<file path="src/rtl/mpeg2_rle_pkg.sv">
// Shared types and scan tables for the MPEG2 run-length scan encoder.
package mpeg2_rle_pkg;

    localparam int BLK_COEFS = 64;

    typedef enum logic [1:0] {
        IDLE = 2'd0,
        FIND = 2'd1,
        EMIT = 2'd2,
        EOB  = 2'd3
    } state_e;

    // Scan index -> row-major address {row, col}, MPEG2 zigzag scan.
    localparam int ZIGZAG_TAB [BLK_COEFS] = '{
         0,  1,  8, 16,  9,  2,  3, 10, 17, 24, 32, 25, 18, 11,  4,  5,
        12, 19, 26, 33, 40, 48, 41, 34, 27, 20, 13,  6,  7, 14, 21, 28,
        35, 42, 49, 56, 57, 50, 43, 36, 29, 22, 15, 23, 30, 37, 44, 51,
        58, 59, 52, 45, 38, 31, 39, 46, 53, 60, 61, 54, 47, 55, 62, 63
    };

    // Scan index -> row-major address, MPEG2 alternate (vertical) scan.
    localparam int ALT_TAB [BLK_COEFS] = '{
         0,  8, 16, 24,  1,  9,  2, 10, 17, 25, 32, 40, 48, 56, 57, 49,
        41, 33, 26, 18,  3, 11,  4, 12, 19, 27, 34, 42, 50, 58, 35, 43,
        51, 59, 20, 28,  5, 13,  6, 14, 21, 29, 36, 44, 52, 60, 37, 45,
        53, 61, 22, 30,  7, 15, 23, 31, 38, 46, 54, 62, 39, 47, 55, 63
    };

endpackage

</file>
<file path="src/rtl/rle_scan_enc_scan_lut.sv">
// Scan-order lookup: maps scan index k to the coefficient RAM address.
module scan_lut
    import mpeg2_rle_pkg::*;
(
    input  logic       alt_scan_i,
    input  logic [5:0] k_i,
    output logic [5:0] addr_o
);

    // Pick the table selected for the current block.
    always_comb begin
        addr_o = alt_scan_i ? 6'(ALT_TAB[k_i]) : 6'(ZIGZAG_TAB[k_i]);
    end

endmodule

</file>
<file path="src/rtl/rle_scan_enc.sv">
// Run-length encoder: scans one 8x8 block, finds the last nonzero, then
// emits (run, level) tokens and a closing EOB over valid/ready.
module rle_scan_enc
    import mpeg2_rle_pkg::*;
#(
    parameter int COEF_W = 12,
    parameter int RUN_W  = 6
) (
    input  logic                     clk,
    input  logic                     reset_n,
    output logic                     rdy,
    input  logic                     en,
    input  logic                     intra,
    input  logic                     alt_scan,
    output logic [5:0]               addr,
    input  logic signed [COEF_W-1:0] q,
    output logic                     o_valid,
    input  logic                     o_ready,
    output logic [RUN_W-1:0]         o_run,
    output logic signed [COEF_W-1:0] o_level,
    output logic                     o_dc,
    output logic                     o_eob
);

    state_e             state_q, state_d;
    logic [6:0]         cnt_q, cnt_d;       // FIND read counter, 0..64
    logic [5:0]         k_q, k_d;           // EMIT: scan index whose data is on q
    logic [RUN_W-1:0]   run_q, run_d;
    logic [5:0]         last_q, last_d;
    logic               any_nz_q, any_nz_d;
    logic               intra_q, intra_d;
    logic               alt_q, alt_d;

    logic [5:0]         lut_k;
    logic [5:0]         find_k;
    logic               q_nz;
    logic               is_dc;
    logic               emit_tok;
    logic               emit_adv;

    scan_lut u_lut (
        .alt_scan_i (alt_q),
        .k_i        (lut_k),
        .addr_o     (addr)
    );

    // q lags addr by one cycle, so during FIND the data belongs to cnt-1.
    assign find_k   = cnt_q[5:0] - 6'd1;
    assign q_nz     = (q != '0);
    assign is_dc    = intra_q && (k_q == 6'd0);
    assign emit_tok = is_dc || q_nz;
    // A zero coefficient never stalls; a token only moves on when accepted.
    assign emit_adv = !emit_tok || o_ready;

    // State and datapath registers.
    always_ff @(posedge clk or negedge reset_n) begin
        if (!reset_n) begin
            state_q  <= IDLE;
            cnt_q    <= '0;
            k_q      <= '0;
            run_q    <= '0;
            last_q   <= '0;
            any_nz_q <= 1'b0;
            intra_q  <= 1'b0;
            alt_q    <= 1'b0;
        end else begin
            state_q  <= state_d;
            cnt_q    <= cnt_d;
            k_q      <= k_d;
            run_q    <= run_d;
            last_q   <= last_d;
            any_nz_q <= any_nz_d;
            intra_q  <= intra_d;
            alt_q    <= alt_d;
        end
    end

    // Next-state, read address and token outputs.
    always_comb begin
        state_d  = state_q;
        cnt_d    = cnt_q;
        k_d      = k_q;
        run_d    = run_q;
        last_d   = last_q;
        any_nz_d = any_nz_q;
        intra_d  = intra_q;
        alt_d    = alt_q;
        lut_k    = 6'd0;
        rdy      = 1'b0;
        o_valid  = 1'b0;
        o_run    = '0;
        o_level  = '0;
        o_dc     = 1'b0;
        o_eob    = 1'b0;

        case (state_q)
            IDLE: begin
                rdy = 1'b1;
                if (en) begin
                    intra_d  = intra;
                    alt_d    = alt_scan;
                    cnt_d    = '0;
                    k_d      = '0;
                    run_d    = '0;
                    last_d   = '0;
                    any_nz_d = 1'b0;
                    state_d  = FIND;
                end
            end

            FIND: begin
                // At cnt=64 the low bits wrap to 0, prefetching k=0 for EMIT.
                lut_k = cnt_q[5:0];
                cnt_d = cnt_q + 7'd1;
                if (cnt_q != 7'd0 && q_nz && !(intra_q && find_k == 6'd0)) begin
                    last_d   = find_k;
                    any_nz_d = 1'b1;
                end
                if (cnt_q == 7'd64) begin
                    k_d     = '0;
                    run_d   = '0;
                    state_d = (any_nz_d || intra_q) ? EMIT : EOB;
                end
            end

            EMIT: begin
                o_valid = emit_tok;
                o_dc    = is_dc;
                o_run   = is_dc ? '0 : run_q;
                o_level = emit_tok ? q : '0;
                // Re-present the pending index while stalled so q holds.
                lut_k   = emit_adv ? k_q + 6'd1 : k_q;
                if (emit_adv) begin
                    k_d   = k_q + 6'd1;
                    run_d = emit_tok ? '0 : run_q + 1'b1;
                    if (k_q == last_q) begin
                        state_d = EOB;
                    end
                end
            end

            EOB: begin
                o_valid = 1'b1;
                o_eob   = 1'b1;
                if (o_ready) begin
                    state_d = IDLE;
                end
            end

            default: state_d = IDLE;
        endcase
    end

endmodule
</file>
<file path="config.mk">
export PLATFORM = sky130hd
export DESIGN_NAME = rle_scan_enc
export DESIGN_NICKNAME = d
export VERILOG_FILES = /design/src/rtl/mpeg2_rle_pkg.sv /design/src/rtl/rle_scan_enc_scan_lut.sv /design/src/rtl/rle_scan_enc.sv
export SDC_FILE = /design/constraint.sdc
export NUM_CORES = 1
export LEC_CHECK = 0
export CAP_MARGIN = 20
export CORE_AREA = 2 2 88 90
export DETAILED_ROUTE_END_ITERATION = 16
export DIE_AREA = 0 0 90 92
export GPL_ROUTABILITY_DRIVEN = 0
export HOLD_SLACK_MARGIN = 0.1
export PLACE_DENSITY = 0.76
export SLEW_MARGIN = 25
export SYNTH_ARGS = -nofsm -noshare
export SYNTH_HDL_FRONTEND = slang
export SYNTH_SLANG_ARGS = --single-unit
</file>
<file path="constraint.sdc">
create_clock -name clk -period 8.46 [get_ports clk]
set_input_delay 1.692 -clock clk [delete_from_list [all_inputs] [get_ports clk]]
set_output_delay 1.692 -clock clk [all_outputs]
set_load 0.01 [all_outputs]
</file>
Yosys cells after proc, flatten, opt, wreduce, memory -nomap -nowiden
Memories as Yosys holds them, arrays and structs flattened.
Index checks and enable logic that the tools add are counted.
{"block": "word_totals", "regBits": 30, "romBits": 4096, "in_bits": 18, "out_inout_bits": 28, "elab_cells": 85, "memories": 2}
{"block": "classes", "add_sub_neg": 4, "order_cmp": 1, "n_eq_ne": 11, "muxes": 36, "bitwise_logic": 1, "n_reduce_logical": 22}
{"name": "(no name shown)", "words": 64, "word_bits": 32, "rd": 1, "rd_clocked_by_memory_dff": 0, "write_ports": 0, "line": "rle_scan_enc_scan_lut.sv:12", "rtl": "addr_o = alt_scan_i ? 6'(ALT_TAB[k_i]) : 6'(ZIGZAG_TAB[k_i]);"}
{"name": "(no name shown)", "words": 64, "word_bits": 32, "rd": 1, "rd_clocked_by_memory_dff": 0, "write_ports": 0, "line": "rle_scan_enc_scan_lut.sv:12"}
{"op": "two-way mux 6 bit", "count": 13}
{"op": "case mux 6 bit (3 select lines)", "count": 2}
{"op": "two-way mux 12 bit", "count": 2}
{"op": "case mux 6 bit (2 select lines)", "count": 2}
{"op": "case mux 7 bit (2 select lines)", "count": 1}
{"op": "adder 6 x 1 -> 6 bit, second input constant", "count": 2}
{"op": "zero test 6 bit", "count": 2}
{"op": "inequality test 2 bit, second input constant", "count": 6}
{"op": "nonzero test 12 bit", "count": 1}
{"op": "two-way mux 2 bit", "count": 5}
{"op": "case mux 2 bit (4 select lines)", "count": 1}
{"op": "adder 7 x 1 -> 7 bit, second input constant", "count": 1}
{"op": "equality test 7 bit, second input constant", "count": 1}
{"op": "greater-or-equal comparator 7 bit, second input constant", "count": 1}
{"op": "two-way mux 1 bit", "count": 7}
{"op": "two-way mux 7 bit", "count": 1}
{"op": "inverter 6 -> 7 bit", "count": 1}
{"op": "nonzero test 7 bit", "count": 1}
{"op": "equality test 6 bit", "count": 1}
{"op": "AND reduction 3 bit", "count": 2}
{"op": "subtractor 6 x 1 -> 6 bit, second input constant", "count": 1}
{"op": "AND reduction 5 bit", "count": 1}
{"op": "equality test 2 bit, second input constant", "count": 2}
{"op": "logical AND 1 bit", "count": 4}
{"op": "other kinds (9)", "count": 14}

Longest topological paths before layout
Gate-level depths: netlist of the first run.
{"block": "depth", "ltp_word": 12, "depth_mapped": 16, "mapped_depth_nobuf": 13}

Modules after synthesis
From an unflattened synthesis of the first run, not the netlist that was laid out.
{"block": "hier_totals", "hier_cells": 404, "hier_area_um2": 3318.2}
{"mod": "rle_scan_enc", "instances": 1, "cells_each": 251, "area_each_um2": 2248.4, "seq_area_each_um2": 750.7}
{"mod": "scan_lut", "instances": 1, "cells_each": 153, "area_each_um2": 1069.8, "seq_area_each_um2": 0.0}

Worst setup path after synthesis of the first run
OpenSTA, ideal clock, no wires.
{"block": "synth_path", "path_kind": "input to output", "from": "input q[7]", "to": "output addr[1]", "arrival_ns": 4.376, "required_ns": 6.768, "setup_slack_ns": 2.392, "path_stages": 12, "n_path_buf": 1, "path_cell_list": "nor4_2 -> and3_1 -> buf_4 -> a41o_1 -> nor2_4 -> nor2b_2 -> clkinv_1 -> ha_1 -> or3_1 -> a21oi_1 -> a311oi_1 -> a211oi_2"}
{"block": "synth_via", "elab_chain_len": 11, "word_cells_on_any_way": 14, "classes_between": "mux: 7; bitwise: 1; reduce/logical: 4; memory: 2"}
{"element": "start: declaration", "line": "rle_scan_enc.sv:16", "rtl": "input logic signed [COEF_W-1:0] q,"}
{"element": "nonzero test 12 bit *", "line": "rle_scan_enc.sv:49", "rtl": "assign q_nz = (q != '0);"}
{"element": "logical OR 1 bit *", "line": "rle_scan_enc.sv:51", "rtl": "assign emit_tok = is_dc || q_nz;"}
{"element": "zero test 1 bit *", "line": "rle_scan_enc.sv:53", "rtl": "assign emit_adv = !emit_tok || o_ready;"}
{"element": "logical OR 1 bit *", "line": "rle_scan_enc.sv:53"}
{"element": "two-way mux 6 bit *"}
{"element": "case mux 6 bit (2 select lines) *", "line": "rle_scan_enc.sv:96", "rtl": "case (state_q)"}
{"element": "inverter 6 -> 7 bit (implied by the code) *", "line": "rle_scan_enc_scan_lut.sv:12"}
{"element": "memory read (64 x 32 bit)"}
{"element": "two-way mux 6 bit (implied by the code) (2 in a row)", "line": "rle_scan_enc_scan_lut.sv:12"}
{"element": "two-way mux 6 bit *", "line": "rle_scan_enc_scan_lut.sv:12"}
{"element": "end: declaration", "line": "rle_scan_enc.sv:15", "rtl": "output logic [5:0] addr,"}
Every way passes the cells marked *; elsewhere a longest branch is shown, timed or not. The select of a mux whose other input is x is not followed.

Worst setup path in the final report of the first run
Same ends and word-level chain as after synthesis.

==> key figures, run 1 <==
Floorplanning
  • Die area: 0.008280 mm2
  • Core region area: 0.007447 mm2
  • # IOs: 46
  • Starting Density: 48.08%
  • Num rows: 32
  • Die X-Extent: 90 um
  • DIE HEIGHT: 92 um

Place
  • Hpwl dp: 7.417 mm
  • Buffers added on ports: 45
  • Placement-stage cell area: 0.004006 mm2

Synth
  • EDFF count, synth: 0
  • Top_reg_cell synth: dfrtp_1
  • Commonest cells in the netlist: nand2_1 (44), dfrtp_1 (30), nor2_1 (30)
  • Seq/Total Area, Yosys: 20.96%
  • Yosys warns: 0
  • Synthesized area per cell: 7.940 um2
  • Post-Synthesis Cells: 451
  • Syn Nets: 494
  • Dominant cells by area after synthesis: dfrtp_1 (21%), ha_1 (8.7%), nand2_1 (4.6%)
  • Ys async rst share: 100.0%
  • Count of different cell masters after synthesis: 82
  • Synth top area share: 20.96%
  • FF+latch count, synth: 30
  • Synth Cell Area: 0.003581 mm2
  • Cell taking the most area after synthesis: dfrtp_1
  • Count leader, synth: nand2_1

Clock network
  • Clock sinks: 30
  • Num CTS Buffers: 5
  • Clk Latency, worst-skew pair: 0.29 ns
  • CTS tree: done
  • Post-CTS Setup Inserts: 0
  • H-tree depth: 2
  • Clock Tree Root: clkbuf_8
  • Clock Tree Buf Depth: 2
  • Clk pin slew, worst setup/hold paths: 0.07 ns
  • CTS resizes: 0
  • Hold-fix buffers, CTS: 0

Timing
  • Setup Total Neg Slack: 0 ns
  • Fmax: 131.5 MHz
  • Hold Fails Final Rpt: 0
  • Unrepaired setup endpoints after global routing: no
  • Slew HR: 32.69%
  • WHS: 0.4870 ns
  • Clk_skew: 0.007781 ns
  • Final setup vio count: 0
  • Final max-slew violation count: 0
  • Period Utilization, post-route: 89.88%
  • Minimum clock period: 7.604 ns
  • Worst Tran Pin Value: 1.010 ns

Global routing
  • Vias in the first global route: 3472
  • Largest net degree at the start of global routing: 31
  • Gr ovfl total: 0
  • Initial antenna violation count: 0
  • Global-route wire length before repair: 16.73 mm
  • GRT Overall Usage: 24.35%

Power and ir drop
  • Design Power: 1.194 mW
  • NetSw: 0.6142 mW
  • Switching fraction of total power: 51.45%
  • Cell internal pwr: 0.5797 mW
  • PD cells: 291.3 mW/mm2
  • Leak pwr: 1.651 nW
  • Peak VDD IR: 0.0001461 V
  • Power share of the combinational group: 69.3%
  • Clock power frac: 10.1%
  • Register share of total power: 20.6%

Critical path
  • Crit-path cells: clkdlybuf4s50_1, nor4_2, and3_1, a41o_1, nor2_4, nor2b_2, clkinv_1, ha_1, or3_1, a21oi_1, a311oi_1, a211oi_2, clkdlybuf4s50_1
  • Crit end category: output port
  • Setup Crit Path Kind: input pin to output port
  • Crit path max-delay family: simple AND/OR/NAND/NOR gates
  • CP max stage delay: 0.55 ns
  • Reg-to-reg slack, setup: 5.27 ns
  • CP max-delay cell: clkdlybuf4s50_1
  • CP required: 6.77 ns
  • Worst path arrival time: 5.91 ns
  • Most used cell, CP: clkdlybuf4s50_1
  • CP max FO: 9
  • CP Buf/Inv Count: 3
  • Startpoint class of the critical path: input pin

Layout
  • Antenna diode count: 0
  • Fin util: 55.02%
  • Synth-to-Final Area Change: 14.43%
  • Final #Nets: 518
  • Finished Cell Area: 0.004098 mm2
  • Share of post-route cells with drive strength above 1: 8.824%

Status
  • Status: finished, final reports clean

Min path
  • Hold WC Path Type: register to register

Route
  • Via density: 6.433
  • Drt total wl: 10.14 mm
  • Post-DRT Antenna Nets: 0
  • Via count: 3718
  • Residual DRC: 0
  • Initial DRT Pass Iterations: 5
  • Initial DRC Count: 310
  • WL/cell: 17.54 um

Run
  • Max-cap violations: 0
[worst reg2reg max path, cell delays in order (launching register included)]
cell     delay (ns)
dfrtp_1        0.49
inv_1          0.12
ha_1           0.14
or4b_4         0.45
or2_4          0.32
and2_1         0.26
nor2_1         0.59
nor2_1         0.14
o221a_2        0.33
nor4b_1        0.14
a21oi_1        0.14
[worst paths after layout]
path                               to      from  cells past startpoint
hold / removal               run_q[5]  run_q[5]                      1
min in group asynchronous   last_q[4]   reset_n                      2
hold reg to reg              run_q[5]  run_q[5]                      1
max in group asynchronous    cnt_q[6]   reset_n                      2
setup / recovery              addr[1]      q[7]                     13
setup reg to reg           state_q[0]    k_q[0]                     10
[logic make-up (layout without fill, tap and decap cells)]
family	Yosys count	after routing	share of synthesized area [%]
simple gates	182	182	28.02
fa+ha+maj	25	25	8.735
xor+xnor	16	16	3.914
compound gates	139	139	29.11
buf+inv	52	77	7.197
flops	30	30	20.96
mux	7	7	2.061
[layout make-up]
| cell class | instances | area (um2) |
|---|---|---|
| Multi-Input combinational cell | 369 | 2572 |
| Fill cell | 713 | 3349 |
| Inverter | 20 | 75.07 |
| Timing Repair Buffer | 49 | 480.5 |
| Clock buffer | 7 | 86.33 |
| Tap cell | 102 | 127.6 |
| Sequential cell | 30 | 750.7 |
| Clock inverter | 1 | 5.005 |
[flip-flops by register name (all words and copies together), names as in the netlist]
register and flops:
state_q 2, last_q 6, k_q 6, any_nz_q 1, cnt_q 7, alt_q 1, intra_q 1, run_q 6
[metal layers]
| metal | vias up | track usage, % | routed length, um |
|---|---|---|---|
| met5 | - | 0 | 0 |
| met4 | 0 | 9.359 | 272 |
| met3 | 32 | 4.601 | 809 |
| met2 | 211 | 39.47 | 4717 |
| met1 | 1766 | 32.25 | 4337 |
| li1 | 1709 | - | - |
[cells in the final DEF, fill, tap and decap left out, drive strengths merged, types with 3 or more instances in the layout]
| master | synthesis | layout |
|---|---|---|
| a21oi | 22 | 22 |
| mux2 | 3 | 3 |
| o31ai | 3 | 3 |
| inv | 19 | 19 |
| and3 | 13 | 13 |
| a22o | 7 | 7 |
| or2 | 4 | 4 |
| mux2i | 4 | 4 |
| a31oi | 7 | 7 |
| o21ai | 33 | 33 |
| nor2b | 3 | 3 |
| nor4 | 5 | 5 |
| o22ai | 7 | 7 |
| a221oi | 3 | 3 |
| nor2 | 32 | 32 |
| ha | 25 | 25 |
| nor3 | 6 | 6 |
| a32o | 4 | 4 |
| and2 | 14 | 14 |
| nor4b | 3 | 3 |
| a211oi | 11 | 11 |
| dfrtp | 30 | 30 |
| a221o | 5 | 5 |
| nand3 | 24 | 24 |
| nand2b | 10 | 10 |
| nand2 | 47 | 47 |
| clkdlybuf4s50 | 0 | 45 |
| clkbuf | 15 | 7 |
| xor2 | 7 | 7 |
| buf | 17 | 4 |
| nand4 | 5 | 5 |
| o211ai | 6 | 6 |
| a21o | 3 | 3 |
| o21a | 4 | 4 |
| or3 | 4 | 4 |
| a311oi | 4 | 4 |
| xnor2 | 9 | 9 |
[power by group through the flow]
stage / Clock (mW) / Combinational, mW / Sequential [mW]
3_5_place_dp: 0 / 0.810 / 0.246
6_report: 0.120 / 0.827 / 0.246
5_1_grt: 0.127 / 0.901 / 0.253
4_1_cts: 0.123 / 0.814 / 0.244
2_1_floorplan: 0 / 0.626 / 0.210
3_3_place_gp: 0 / 0.789 / 0.244
[stage by stage]
stage	std cells	setup WS [ns]
after floorplan	451	2.392
after global placement	570	1.094
after detailed placement	570	0.9197
after CTS	578	0.9148
after global routing	578	0.6632
final	578	0.8560
Note: power is estimated with default switching activity, not from simulation.
==> run 2, diff against run 1 <==
--- a/config.mk
+++ b/config.mk
@@ -7,11 +7,13 @@
 export LEC_CHECK = 0
 export CAP_MARGIN = 20
 export CORE_AREA = 2 2 88 90
+export CTS_CLUSTER_DIAMETER = 30
 export DETAILED_ROUTE_END_ITERATION = 16
 export DIE_AREA = 0 0 90 92
 export GPL_ROUTABILITY_DRIVEN = 0
 export HOLD_SLACK_MARGIN = 0.1
 export PLACE_DENSITY = 0.76
+export RECOVER_POWER = 100
 export SLEW_MARGIN = 25
 export SYNTH_ARGS = -nofsm -noshare
 export SYNTH_HDL_FRONTEND = slang
==> constraint.sdc (replaced) <==
create_clock -name clk -period 8.46 [get_ports clk]
set_input_delay 1.269 -clock clk [delete_from_list [all_inputs] [get_ports clk]]
set_output_delay 1.269 -clock clk [all_outputs]
set_load 0.01 [all_outputs]
==> key figures, run 2 (synthesized netlist as in run 1, its figures left out) <==
Critical path
  • Reg-to-reg slack, setup: 4.90 ns
  • CP max-delay cell: dlygate4sd3_1
  • R2R depth: 10
  • Crit path launch: q[2]
  • CP max FO: 9
  • CP max stage delay: 0.62 ns
  • Worst path arrival time: 6.01 ns
  • CP Buf/Inv Count: 3
  • FF-to-FF Start: k_q[0]
  • Worst Setup EP: addr[1]
  • Crit-path cells: dlygate4sd3_1, nor4_1, and3_1, a41o_1, nor2_4, nor2b_1, clkinv_1, ha_1, or3_1, a21oi_1, a311oi_1, a211oi_2, dlygate4sd3_1
  • RR Endpoint: state_q[0]
  • Most used cell, CP: dlygate4sd3_1
  • Crit end category: output port
  • Setup Crit Path Kind: input pin to output port
  • Crit path max-delay family: simple AND/OR/NAND/NOR gates
  • WP depth: 13
  • CP required: 7.19 ns
  • Startpoint class of the critical path: input pin

Clock network
  • Clock Tree Root: clkbuf_8
  • Clk pin slew, worst setup/hold paths: 0.07 ns
  • Clock sinks: 30
  • Clk Latency, worst-skew pair: 0.30 ns
  • Post-CTS Setup Inserts: 0
  • H-tree depth: 2
  • Clock Tree Buf Depth: 2
  • CTS resizes: 0
  • CTS tree: done
  • Hold-fix buffers, CTS: 0
  • Num CTS Buffers: 5

Floorplanning
  • # IOs: 46
  • Num rows: 32
  • Core region area: 0.007447 mm2
  • Die area: 0.008280 mm2
  • Die X-Extent: 90 um
  • DIE HEIGHT: 92 um
  • Starting Density: 48.08%

Timing
  • Final setup vio count: 0
  • Slew HR: -32.77%
  • Fmax: 137.5 MHz
  • Hold Fails Final Rpt: 0
  • Minimum clock period: 7.275 ns
  • Worst Tran Pin Value: 1.978 ns
  • Setup Total Neg Slack: 0 ns
  • Unrepaired setup endpoints after global routing: no
  • Clk_skew: 0.01017 ns
  • Period Utilization, post-route: 85.99%
  • Final max-slew violation count: 49

Place
  • Hpwl dp: 7.394 mm
  • Placed cells: 570
  • Buffers added on ports: 45

Route
  • Initial DRC Count: 356
  • Residual DRC: 0
  • Post-DRT Antenna Nets: 0
  • Via count: 3730
  • Via density: 6.453
  • Initial DRT Pass Iterations: 7
  • WL/cell: 17.48 um
  • Drt total wl: 10.10 mm

Layout
  • Most common cell after layout, fill and taps aside: nand2_1
  • Commonest non-fill, non-tap cells in the layout: nand2_1 (44), nor2_1 (30), o21ai_0 (30), dfrtp_1 (30), clkdlybuf4s50_1 (27)
  • Largest reg by FF count: cnt_q
  • Final #Nets: 518
  • Antenna diode count: 0
  • Share of post-route cells with drive strength above 1: 7.773%
  • Max reg flops: 7
  • Filler Cell Count: 696
  • Synth-to-Final Area Change: 13.77%
  • Non-Filler Instances: 578

Global routing
  • Vias in the first global route: 3481
  • GR Util met2: 39.72%
  • Largest net degree at the start of global routing: 31
  • Initial antenna violation count: 0
  • Met1 usage: 32.55%
  • Global-route wire length before repair: 16.92 mm
  • Gr ovfl total: 0
  • GRT Overall Usage: 24.71%
  • Grt peak-use layer: met2
  • Routing usage on met3: 4.684%

Power and ir drop
  • Peak VDD IR: 0.0001343 V
  • Leak pwr: 1.671 nW
  • PD cells: 288.9 mW/mm2

Status
  • Status: finished with violations
  • Failing checks: capacitance limit, slew limit

Min path
  • Hold WC Path Type: register to register

Run
  • Max-cap violations: 2
## run 2: cell count changes in the layout (fill, tap and decap cells not counted), moves of 12 or more
cell | previous run | this run
and2_0 | 0 | 12
clkdlybuf4s50_1 | 45 | 27
and2_1 | 14 | 2
dlygate4sd3_1 | 0 | 18
## run 2: where the power goes
part	switching, mW	internal, mW
Combinational	0.490	0.316
Sequential	0.0639	0.182
Clock	0.0599	0.0653
Total	0.614	0.563
## run 2: worst min-delay path by stage
stage	from	end	depth (start not counted)
after floorplan	run_q[5]	run_q[5]	1
after global placement	run_q[5]	run_q[5]	1
after detailed placement	run_q[5]	run_q[5]	1
after CTS	run_q[5]	run_q[5]	1
after global routing	run_q[5]	run_q[5]	1
final	run_q[5]	run_q[5]	1
## run 2: area by class of cell
cell class | instances | area, um2 | share of cell area (%)
multi-input cells | 369 | 2549 | 62.56
flip-flops and latches | 30 | 750.7 | 18.43
repair buffers | 49 | 476.7 | 11.70
well taps | 102 | 127.6 | 3.133
clock buffers | 6 | 82.58 | 2.027
inverters | 20 | 75.07 | 1.843
clock inverters | 2 | 12.51 | 0.3071
## run 2: worst reg2reg max path: cells and delay by family (launching register included)
family          cells  cell delay [ns]
simple gates        6             2.28
flops               1             0.50
compound gates      2             0.46
fa+ha+maj           1             0.14
buf+inv             1             0.12
## run 2: layer usage
metal / routed length, um / vias to the layer above
met3: 892 / 45
met5: 0 / -
met4: 337 / 0
met2: 4606 / 219
met1: 4266 / 1753
li1: - / 1713
## run 2: stage by stage
stage / setup WS [ns] / utilization (%) / area, um2 / power (mW) / hold WS, ns
4_1_cts: 1.756 / 55.07 / 4101 / 1.184 / 0.4771
3_3_place_gp: 1.941 / 53.80 / 4006 / 1.033 / 0.4665
2_1_floorplan: 3.238 / - / 3581 / 0.8358 / 0.4377
3_5_place_dp: 1.768 / 53.80 / 4006 / 1.057 / 0.4659
6_report: 1.185 / 54.70 / 4074 / 1.177 / 0.4802
5_1_grt: 0.9702 / 54.70 / 4074 / 1.275 / 0.5004
